<file path="src/rtl/fetch_pc_unit.sv">
// fetch_pc_unit: owns the PC, fetches over a req/ack handshake and selects the next PC at commit.
// Define FETCH_PERF_CNT_EN to add the retired/redirect counters (otherwise they read 0).
module fetch_pc_unit #(
   parameter logic [31:0] RESET_PC = 32'h0000_0000
) (
   input  logic        clk,
   input  logic        rst_n,
   output logic        imem_req,
   output logic [31:0] imem_addr,
   input  logic        imem_ack,
   input  logic [31:0] imem_rdata,
   output logic [31:0] instr,
   output logic        instr_valid,
   output logic [31:0] pc,
   output logic [31:0] pc_plus4,
   input  logic        stall_i,
   input  logic        branch_i,
   input  logic        nequal_i,
   input  logic        jump_i,
   input  logic        jr_i,
   input  logic        bclt_i,
   input  logic        alu_zero_i,
   input  logic [31:0] jr_addr_i,
   input  logic        fpcc_we_i,
   input  logic        fpcc_d_i,
   output logic        fpcc,
   output logic [31:0] retired_cnt,
   output logic [31:0] redirect_cnt
);
   typedef enum logic {S_FETCH, S_EXEC} state_t;
   state_t state, state_nx;
   logic commit, take_br, take_bc;
   logic [31:0] br_tgt, next_pc;

   always_ff @(posedge clk or negedge rst_n)
      if (!rst_n) state <= S_FETCH;
      else state <= state_nx;

   always_comb
      state_nx = (state == S_FETCH) ? (imem_ack ? S_EXEC : S_FETCH) : (stall_i ? S_EXEC : S_FETCH);

   // request is gated by rst_n so nothing is issued while reset is held
   always_comb begin
      imem_req = (state == S_FETCH) & rst_n;
      instr_valid = (state == S_EXEC);
   end

   assign commit = instr_valid & ~stall_i;
   assign imem_addr = pc;
   assign pc_plus4 = pc + 32'd4;
   assign br_tgt = pc_plus4 + {{14{instr[15]}}, instr[15:0], 2'b00};
   assign take_br = branch_i & (alu_zero_i ^ nequal_i);
   assign take_bc = bclt_i & (fpcc == instr[16]);
   assign next_pc = jr_i ? {jr_addr_i[31:2], 2'b00}
                  : jump_i ? {pc_plus4[31:28], instr[25:0], 2'b00}
                  : (take_br | take_bc) ? br_tgt : pc_plus4;

   // bc1t/bc1f see the pre-commit fpcc even when the same commit rewrites it
   always_ff @(posedge clk or negedge rst_n)
      if (!rst_n) begin
         pc <= RESET_PC;
         instr <= '0;
         fpcc <= 1'b0;
      end else begin
         if (state == S_FETCH && imem_ack) instr <= imem_rdata;
         if (commit) pc <= next_pc;
         if (commit && fpcc_we_i) fpcc <= fpcc_d_i;
      end

`ifdef FETCH_PERF_CNT_EN
   logic redirect;
   assign redirect = jr_i | jump_i | take_br | take_bc;

   always_ff @(posedge clk or negedge rst_n)
      if (!rst_n) begin
         retired_cnt <= '0;
         redirect_cnt <= '0;
      end else if (commit) begin
         retired_cnt <= retired_cnt + 32'd1;
         if (redirect) redirect_cnt <= redirect_cnt + 32'd1;
      end
`else
   assign retired_cnt = '0;
   assign redirect_cnt = '0;
`endif
endmodule

</file>
<file path="config.mk">
export PLATFORM = sky130hd
export DESIGN_NAME = fetch_pc_unit
export DESIGN_NICKNAME = d
export VERILOG_FILES = /design/src/rtl/fetch_pc_unit.sv
export SDC_FILE = /design/constraint.sdc
export NUM_CORES = 1
export LEC_CHECK = 0
export ABC_AREA = 0
export BUFFER_PORTS_ARGS = -buffer_cell sky130_fd_sc_hd__buf_4
export CORE_UTILIZATION = 53
export CTS_CLUSTER_DIAMETER = 50
export DETAILED_ROUTE_END_ITERATION = 10
export HOLD_SLACK_MARGIN = 0.02
export MAX_ROUTING_LAYER = met4
export PLACE_DENSITY = 0.91
export SKIP_CTS_REPAIR_TIMING = 1
export SYNTH_ARGS = -nofsm -noshare
export SYNTH_HDL_FRONTEND = slang
export SYNTH_SLANG_ARGS = --single-unit
</file>
<file path="constraint.sdc">
create_clock -name clk -period 4.92 [get_ports clk]
set_input_delay 0 -clock clk [delete_from_list [all_inputs] [get_ports clk]]
set_output_delay 0 -clock clk [all_outputs]
set_load 0.005 [all_outputs]
</file>
# Yosys cells after proc, flatten, opt, wreduce, memory -nomap -nowiden

Index checks and enable logic that the tools add are counted.

Register bits after elaboration: 66
Latch bits: 0
RAM bits: 0
ROM bits: 0
Bits of input ports: 76
Word-level logic and storage cells: 23
Memories: 0

Add/subtract/negate cells: 2
$mul: 0
Divide/modulo/power cells: 0
Order comparisons: 0
Eq/ne operators: 1
Shift-type cells: 0
Muxes and demuxes: 6
Bitwise gates (word level): 8
Reduce and logical (&&, ||, !) cells: 2

Operators by type and width:

| operator                                       | count |
|---|---|
| two-way mux 32 bit                             | 3 |
| adder 32 x 3 -> 32 bit (second input constant) | 1 |
| adder 32 bit                                   | 1 |
| bitwise AND 1 bit                              | 4 |
| two-way mux 1 bit                              | 3 |
| logical AND 1 bit                              | 2 |
| inverter 1 bit                                 | 2 |
| == test 1 bit                                  | 1 |
| OR 1 bit                                       | 1 |
| bitwise XOR 1 bit                              | 1 |

# Longest topological paths before layout

Gate-level depths: netlist of run 1.

Word-level depth: 6
Gate-level depth with buffers: 16

# Least setup slack after synthesis of run 1

OpenSTA, ideal clock, no wires.

Path kind: reg-to-reg
Start point: register pc[2], in the netlist imem_addr[2]
End point: register pc[25], in the netlist imem_addr[25]
Setup time: 0.126 ns
Arrival: 3.376 ns
Slack: 1.418 ns
Stages on the path, launching flop included: 17
Clock period less this slack: 3.502 ns
Cells stage by stage: dfrtp_1 -> ha_1 -> and4_1 -> nand4_2 -> inv_1 -> nand2_1 -> xnor2_1 -> ha_1 -> a21o_1 -> a21o_1 -> a21oi_1 -> o22ai_1 -> nor3_2 -> o221ai_1 -> xnor2_1 -> a21oi_1 -> a221o_1

Cells in the longest elaborated chain, start to end: 5

RTL lines:

| element                  | line | RTL |
|---|---|---|
| start: declaration       | 14   | `output logic [31:0] pc,` |
| start signal: assignment | 66   | `if (commit) pc <= next_pc;` |
| adder 32 x 3 -> 32 bit   | 50   | `assign pc_plus4 = pc + 32'd4;` |
| named net pc_plus4[14]   | 15   | `output logic [31:0] pc_plus4,` |
| adder 32 bit             | 51   | `assign br_tgt = pc_plus4 + {{14{instr[15]}}, instr[15:0], 2'b00};` |
| two-way mux 32 bit       | 56   | `: (take_br \| take_bc) ? br_tgt : pc_plus4;` |
| two-way mux 32 bit       | 55   | `: jump_i ? {pc_plus4[31:28], instr[25:0], 2'b00}` |
| two-way mux 32 bit       | 54   | `assign next_pc = jr_i ? {jr_addr_i[31:2], 2'b00}` |

The timed path passes the listed nets, and every way through them passes these cells.
A chain may end at the register's enable or synchronous reset.

# Worst setup path after layout of run 1

Start point: register pc[2], in the netlist imem_addr[2]
End point: register pc[29], in the netlist imem_addr[29]

Cells in the longest elaborated chain, start to end: 5

RTL lines:

| element                  | line |
|---|---|
| adder 32 x 3 -> 32 bit * | 50 |
| adder 32 bit             | 51 |
| two-way mux 32 bit       | 56 |
| two-way mux 32 bit *     | 55 |
| two-way mux 32 bit *     | 54 |

Mark *: on every way between the ends. The rest lies on a longest branch, timed or not.

==> results of run 1 <==
report_power, final:
part,internal (uW),switching [uW]
logic,1170,1300
registers,669,251
clock network,392,253
total,2230,1800
synth_stat cells, drive strengths merged, types with 3 or more instances:
library cell  instances  area [um2]
buf                 101         754
nand2                69         259
dfrtp                64        1600
a21oi                63         330
nor2                 50         188
o21ai                45         233
ha                   36         450
xnor2                31         279
mux2                 30         338
clkbuf               23        86.3
xor2                 21         184
a21o                 20         150
inv                  18        67.6
nand3                18        90.1
and3                 14        87.6
a211oi                9        72.6
nor2b                 8        50.1
o211ai                8        60.1
and4                  7        61.3
o21bai                7        56.3
o22ai                 7        43.8
a221oi                6        58.8
a31oi                 6        43.8
nor4                  6        65.1
a311oi                5        43.8
nand4                 5        37.5
nor3                  5        40.0
o21a                  5        37.5
nand2b                4        25.0
a221o                 3        30.0
and2                  3        18.8
placed cells by master, fill, tap and decap left out, types with 4 or more instances in the layout:
cell type / n
a21oi_2: 4
xnor2_1: 30
dfrtp_1: 64
a21oi_1: 59
a211oi_1: 8
o211ai_1: 8
nand2_1: 69
a21o_1: 20
nor2b_1: 7
and3_1: 14
mux2_2: 30
ha_1: 36
nand2b_1: 4
o21a_1: 5
dlygate4sd3_1: 50
conb_1: 70
clkbuf_16: 9
a31oi_1: 5
nor2_1: 50
buf_4: 202
o21ai_1: 5
a311oi_1: 5
xor2_1: 21
inv_1: 18
o21bai_1: 6
o22ai_1: 7
nand4_1: 4
and4_1: 7
a221oi_1: 5
o21ai_0: 38
nand3_1: 18
worst reg2reg max path, cell delays in order, from the launching register on:
cell and delay (ns):
dfrtp_1 0.49, ha_1 0.26, and4_1 0.29, nand4_2 0.19, nor3_2 0.46, xor2_1 0.33, ha_1 0.35, and4_1 0.25
nand2_1 0.08, o211ai_1 0.09, a21oi_1 0.32, a31oi_2 0.20, nor4b_1 0.52, a2111oi_1 0.15, o21ai_1 0.22
worst min-delay path by stage:
stage                        startpoint  cells after the start             to  slack [ns]
final                     jr_addr_i[17]                      3  imem_addr[17]       -0.03
after global routing       jr_addr_i[2]                      3   imem_addr[2]        0.03
after CTS                         rst_n                      1      instr[31]       -0.20
after detailed placement          rst_n                      1      instr[31]        0.15
after global placement            rst_n                      1      instr[31]        0.15
after floorplan                   rst_n                      0           fpcc       -0.30
per-layer routing:
layer  vias to the layer above  global-route usage, %
li1                       2817                      -
met1                      2863                   42.8
met2                       410                   46.0
met3                        60                   7.17
met4                         0                   11.4
met5                         -                      -
per-stage QoR:
step           std cells  worst slack (ns)  power (uW)  area, um2  util, %
5_1_grt             1074             0.431        4300       7980     72.6
4_1_cts             1024             0.886        3910       7470     68.1
6_report            1074             0.632        4040       7980     72.6
2_1_floorplan        790              1.42        2470       6320        -
3_5_place_dp        1008             0.920        3250       7180     65.3
3_3_place_gp        1008             0.987        3190       7180     65.3
logic make-up (layout without fill, tap and decap cells):
logic type / count (synthesis) / in the layout / synth area share, %
adders and majority gates: 37 / 37 / 7.76
DFF: 64 / 64 / 26.4
xor gates and xnor gates: 52 / 52 / 7.64
and+or+nand+nor: 192 / 192 / 15.6
AOI/OAI and AO/OA: 201 / 201 / 21.6
muxes: 32 / 32 / 5.91
buffers and inverters: 142 / 286 / 15.0
other: 1 / 70 / 0.0619
registers in the layout, summed over array words and instances, names as in the netlist:
name         flops
instr_valid      1
fpcc             1
instr           32
imem_addr       30
layout make-up:
| type | count | area, um2 | area share (%) |
|---|---|---|---|
| Inverter | 18 | 67.6 | 0.847 |
| Sequential cell | 64 | 1600 | 20.1 |
| Multi-Input combinational cell | 584 | 3820 | 47.9 |
| Clock buffer | 9 | 225 | 2.82 |
| Timing Repair Buffer | 252 | 2020 | 25.3 |
| Clock inverter | 7 | 72.6 | 0.910 |
| Tap cell | 140 | 175 | 2.20 |
==> results by group, run 1 <==
Die
  • Total die area: about 12000 um2
  • Die Width: about 110 um
  • DIE HEIGHT: 109 um
  • Initial Util: between 50% and 60%
  • Io pins: approximately 270
  • Core Area: approximately 11000 um2
  • Site Rows: 38

Setup path
  • FF-to-FF setup slack: 0.63 ns
  • Element type at the critical path end: register
  • Worst path arrival time: roughly 4.5 ns
  • CP Buf/Inv Count: 0
  • CP Cell Sequence: ha_1 -> and4_1 -> nand4_2 -> nor3_2 -> xor2_1 -> ha_1 -> and4_1 -> nand2_1 -> o211ai_1 -> a21oi_1 -> a31oi_2 -> nor4b_1 -> a2111oi_1 -> o21ai_1
  • CP max FO: 8
  • R2R depth: 14
  • FF-to-FF End: imem_addr[29]
  • Number of cells on the critical path: 14
  • Worst setup startpoint: imem_addr[2]
  • CP startpoint kind: register
  • Slowest cell on crit path: nor4b_1
  • Worst Path Required: 5.16 ns
  • Crit Reg-Reg Startpoint: imem_addr[2]
  • Setup crit end: imem_addr[29]
  • Setup CP Type: register to register
  • Top delay family on crit path: simple AND/OR/NAND/NOR gates
  • Largest stage delay on the critical path: about 0.52 ns

Cells and area
  • Final net count: between 1000 and 1500
  • Ratio of cells with drive above 1 in the final layout: roughly 29%
  • Layout area overhead: 31.6%
  • Fillers: 845
  • Antenna Cells: 0

Route
  • DR pass1 iterations: 5
  • DR WL met3: between 2 and 2.5 mm
  • DRC Markers: 0
  • Vias: slightly above 6000
  • DRT met1 WL: between 7 and 8 mm
  • Wire per inst: between 15 and 20 um
  • Top routing layer in use: met4
  • WL met2: roughly 9.2 mm
  • Vias per cell: around 5.7
  • Remaining antenna violation count: 0
  • Final WL: a little under 20 mm
  • DR iter-0 viols: slightly below 500

Placement
  • DP HPWL: 13.8 mm
  • Gpl congestion: between 0.9 and 1
  • PortBufs: between 150 and 200

Synthesis
  • Ys async rst share: between 90% and 100%
  • Post-synth EDFFs: 0
  • Yosys reg bits: between 60 and 70
  • Synthesis Warnings: 0
  • Register area share after synthesis: 26.4%
  • Synthesized area: a little over 6000 um2
  • Top FF cell, synth: dfrtp_1
  • Count of different cell masters after synthesis: between 60 and 70
  • Mean Syn Cell Area: 8.40 um2
  • Mapped Cells: just over 700

Min path
  • Hold Crit Class: input pin to register

Pwr
  • Maximum vdd ir drop: 0.000226 V
  • Cell area power density: 506 nW/um2
  • P_leak: around 0.0039 uW

Clock network
  • Clock buffer count from CTS: 9
  • CTS tree: built
  • Clk sink count: 64
  • CTS Buffer Depth: 2
  • Clock insertion delay at the later pin of the skew report: 0.33 ns
  • H-tree depth: 3
  • Cell chosen for the clock root: clkbuf_16
  • Clock Pin Slew Worst Setup and Hold Paths: 0.06 ns

Timing
  • Final hold slack: -0.0339 ns
  • Hold Vio Cnt, Final: 3
  • Setup-failing EPs final: 0
  • Fmax: about 230 MHz
  • Rel. slew slack: around 34%
  • Tmin final: around 4.3 ns
  • Fin Setup TNS: 0 ns
  • Slew Limit Fails: 0
  • Period Utilization, post-route: between 80% and 90%
  • Setup Skew: ~0.0080 ns
  • Unrepaired setup endpoints after global routing: false
  • Worst-Margin Slew: 0.982 ns

GRT
  • Pin count of the biggest net entering global routing: 66
  • Vias in the first global route: 5401
  • Total grt overflow: 0
  • Gr usage total: about a third
  • First-pass GRT wire length: about 28 mm
  • Initial antenna violation count: 0

Run
  • Max-cap violations: 0

Outcome
  • Failing checks: hold timing
  • Status: finished, violations left
Power figures use the tool's default switching activity.
==> run 2, diff against run 1 <==
--- a/config.mk
+++ b/config.mk
@@ -7,12 +7,12 @@
 export LEC_CHECK = 0
 export ABC_AREA = 0
 export BUFFER_PORTS_ARGS = -buffer_cell sky130_fd_sc_hd__buf_4
-export CORE_UTILIZATION = 53
+export CORE_UTILIZATION = 52
 export CTS_CLUSTER_DIAMETER = 50
 export DETAILED_ROUTE_END_ITERATION = 10
 export HOLD_SLACK_MARGIN = 0.02
 export MAX_ROUTING_LAYER = met4
-export PLACE_DENSITY = 0.91
+export PLACE_DENSITY = 0.9
 export SKIP_CTS_REPAIR_TIMING = 1
 export SYNTH_ARGS = -nofsm -noshare
 export SYNTH_HDL_FRONTEND = slang
==> results by group, run 2 (synthesized netlist as in run 1, its figures left out) <==
Pwr
  • Gate power share: 60.3% (-1.0 points)
  • Switching share of power: 43.7% (-0.95 points)
  • Seq pwr share: 22.7% (about the same)
  • Pint: 2290 uW (+2.4%)
  • Total power: 4060 uW (+0.69%)
  • P_leak: 0.00388 uW (about the same)
  • Cell area power density: 510 nW/um2 (+0.81%)
  • Switching Power: 1780 uW (-1.5%)
  • Maximum vdd ir drop: 0.000339 V (+50%)
  • Clk network pwr share: 17.0% (+1.0 points)

Cells and area
  • Antenna Cells: 0 (unchanged)
  • Layout area overhead: 31.4%
  • Max reg flops: 32 (unchanged)
  • Commonest non-fill, non-tap cell in the layout: buf_4
  • Largest Register: instr
  • Reg area: 1600 um2 (unchanged)
  • Ratio of cells with drive above 1 in the final layout: 28.8% (about the same)
  • Fillers: 874 (+3.4%)
  • Commonest cells after routing, fill and taps aside: buf_4 (201), conb_1 (70), nand2_1 (69), dfrtp_1 (64), a21oi_1 (59)
  • Multi-input gate area: 3820 um2 (unchanged)
  • Final net count: 1038 (-0.38%)
  • Post-route cell area: 7970 um2 (-0.13%)

GRT
  • First-pass GRT wire length: 27.7 mm (-0.89%)
  • Pin count of the biggest net entering global routing: 66 (unchanged)
  • Initial antenna violation count: 0 (unchanged)
  • Gr usage total: 31.2% (-0.44 points)
  • Total grt overflow: 0 (unchanged)
  • Vias in the first global route: 5406 (+0.093%)

Timing
  • Final hold slack: -0.0144 ns (+0.0195 ns)
  • Worst-Margin Slew: 0.996 ns (+0.0142 ns)
  • Tmin final: 4.17 ns (-0.119 ns)
  • Fin Setup TNS: 0 ns (unchanged)
  • Setup Skew: 0.00544 ns (-0.00253 ns)
  • Slew Limit Fails: 0 (unchanged)
  • Setup-failing EPs final: 0 (unchanged)
  • Fmax: 240 MHz (+2.9%)
  • Hold Vio Cnt, Final: 3 (unchanged)
  • Rel. slew slack: 33.4% (-0.95 points)
  • Period Utilization, post-route: 84.7% (-2.4 points)
  • Unrepaired setup endpoints after global routing: false

Min path
  • Hold Crit Class: input pin to register

Outcome
  • Failing checks: hold timing
  • Status: finished, violations left

Die
  • Core Area: 11400 um2 (+3.5%)
  • Site Rows: 39 (+2.6%)
  • DIE HEIGHT: 110 um (+0.94%)
  • Io pins: 271 (unchanged)
  • Initial Util: 53.3% (-1.9 points)
  • Die Width: 110 um (+0.94%)
  • Total die area: 12100 um2 (+1.9%)

Setup path
  • Setup CP Type: register to register
  • CP max FO: 8 (unchanged)
  • Element type at the critical path end: register
  • Worst path arrival time: 4.39 ns (-0.14 ns)
  • CP startpoint kind: register
  • Worst Path Required: 5.14 ns (-0.02 ns)

Placement
  • Gpl congestion: 0.899 (-8.3%)
  • PortBufs: 198 (unchanged)
  • Post-DP Area: 7170 um2 (about the same)
  • DP HPWL: 13.7 mm (-0.65%)

Route
  • Final WL: 19.2 mm (-2.7%)
  • DRC Markers: 0 (unchanged)
  • DR iter-0 viols: 687 (+40%)
  • Remaining antenna violation count: 0 (unchanged)
  • Vias: 6171 (+0.34%)
  • Vias per cell: 5.75 (+0.43%)
  • Wire per inst: 17.9 um (-2.6%)
  • DR pass1 iterations: 8 (+3)

Clock network
  • CTS tree: built
  • Clock buffer count from CTS: 9 (unchanged)
  • Clock Pin Slew Worst Setup and Hold Paths: 0.06 ns (about the same)
  • CTS Buffer Depth: 2 (unchanged)
  • Clock insertion delay at the later pin of the skew report: 0.34 ns (about the same)
  • Cell chosen for the clock root: clkbuf_16
  • Clk sink count: 64 (unchanged)
  • H-tree depth: 3 (unchanged)

Run
  • Max-cap violations: 0 (unchanged)
[run 2: cell count changes in the layout (fill, tap and decap cells not counted), sizes merged]
cell / previous run / this run
bufinv: 1 / 2
clkinvlp: 2 / 1
dlygate4sd3: 50 / 47
clkinv: 4 / 3
clkbuf: 9 / 10
buf: 202 / 201
[run 2: final cells by class]
class                           count  share of cell area, %
Tap cell                          143                   2.25
Clock buffer                       10                   3.00
Multi-Input combinational cell    584                   47.9
Timing Repair Buffer              248                   24.9
Inverter                           18                  0.848
Clock inverter                      6                   1.04
Sequential cell                    64                   20.1
[run 2: critical path: stages (launching register included)]
cell and delay, ns:
dfrtp_1 0.48, ha_1 0.27, and4_1 0.30, nand4_2 0.21, inv_1 0.17, nand2_1 0.08, xnor2_1 0.29, ha_1 0.36
a21o_1 0.20, a21o_1 0.16, a21oi_1 0.21, o22ai_1 0.18, nor3_2 0.33, o221ai_1 0.21, xnor2_1 0.18, a21oi_1 0.09
a221o_1 0.35
[run 2: worst paths after layout]
kind / startpoint / end / slack (ns) / depth (start not counted)
min in group asynchronous: rst_n / instr[22] / 0.31 / 2
hold / removal: jr_addr_i[17] / imem_addr[17] / -0.01 / 3
max in group asynchronous: rst_n / imem_addr[13] / 4.07 / 2
setup / recovery: imem_addr[2] / imem_addr[25] / 0.75 / 16
setup reg to reg: imem_addr[2] / imem_addr[25] / 0.75 / 16
hold reg to reg: instr[26] / instr[26] / 0.51 / 1
[run 2: power groups by stage]
stage / Clock [uW] / Combinational [uW] / Sequential [uW]
2_1_floorplan: 0 / 1610 / 863
5_1_grt: 727 / 2690 / 946
4_1_cts: 697 / 2360 / 914
3_5_place_dp: 0 / 2330 / 921
3_3_place_gp: 0 / 2280 / 912
6_report: 691 / 2450 / 922
[run 2: metrics by stage]
step / cells / hold slack (ns) / util [%] / setup WS, ns
detailed placement: 1010 / 0.158 / 63.1 / 0.872
floorplan: 790 / -0.296 / - / 1.42
global route: 1073 / 0.0232 / 70.1 / 0.548
finish: 1073 / -0.0144 / 70.1 / 0.752
global placement: 1010 / 0.152 / 63.1 / 0.952
CTS: 1026 / -0.202 / 65.9 / 0.849
[run 2: routing by layer]
layer / vias up / global-route usage [%] / share of wire (%) / wire length (um)
li1: 2814 / - / - / -
met4: 0 / 14.4 / 3.1 / 587
met5: - / - / 0 / 0
met2: 428 / 46.4 / 46 / 8830
met3: 58 / 4.39 / 9.6 / 1850
met1: 2871 / 41.9 / 41 / 7900
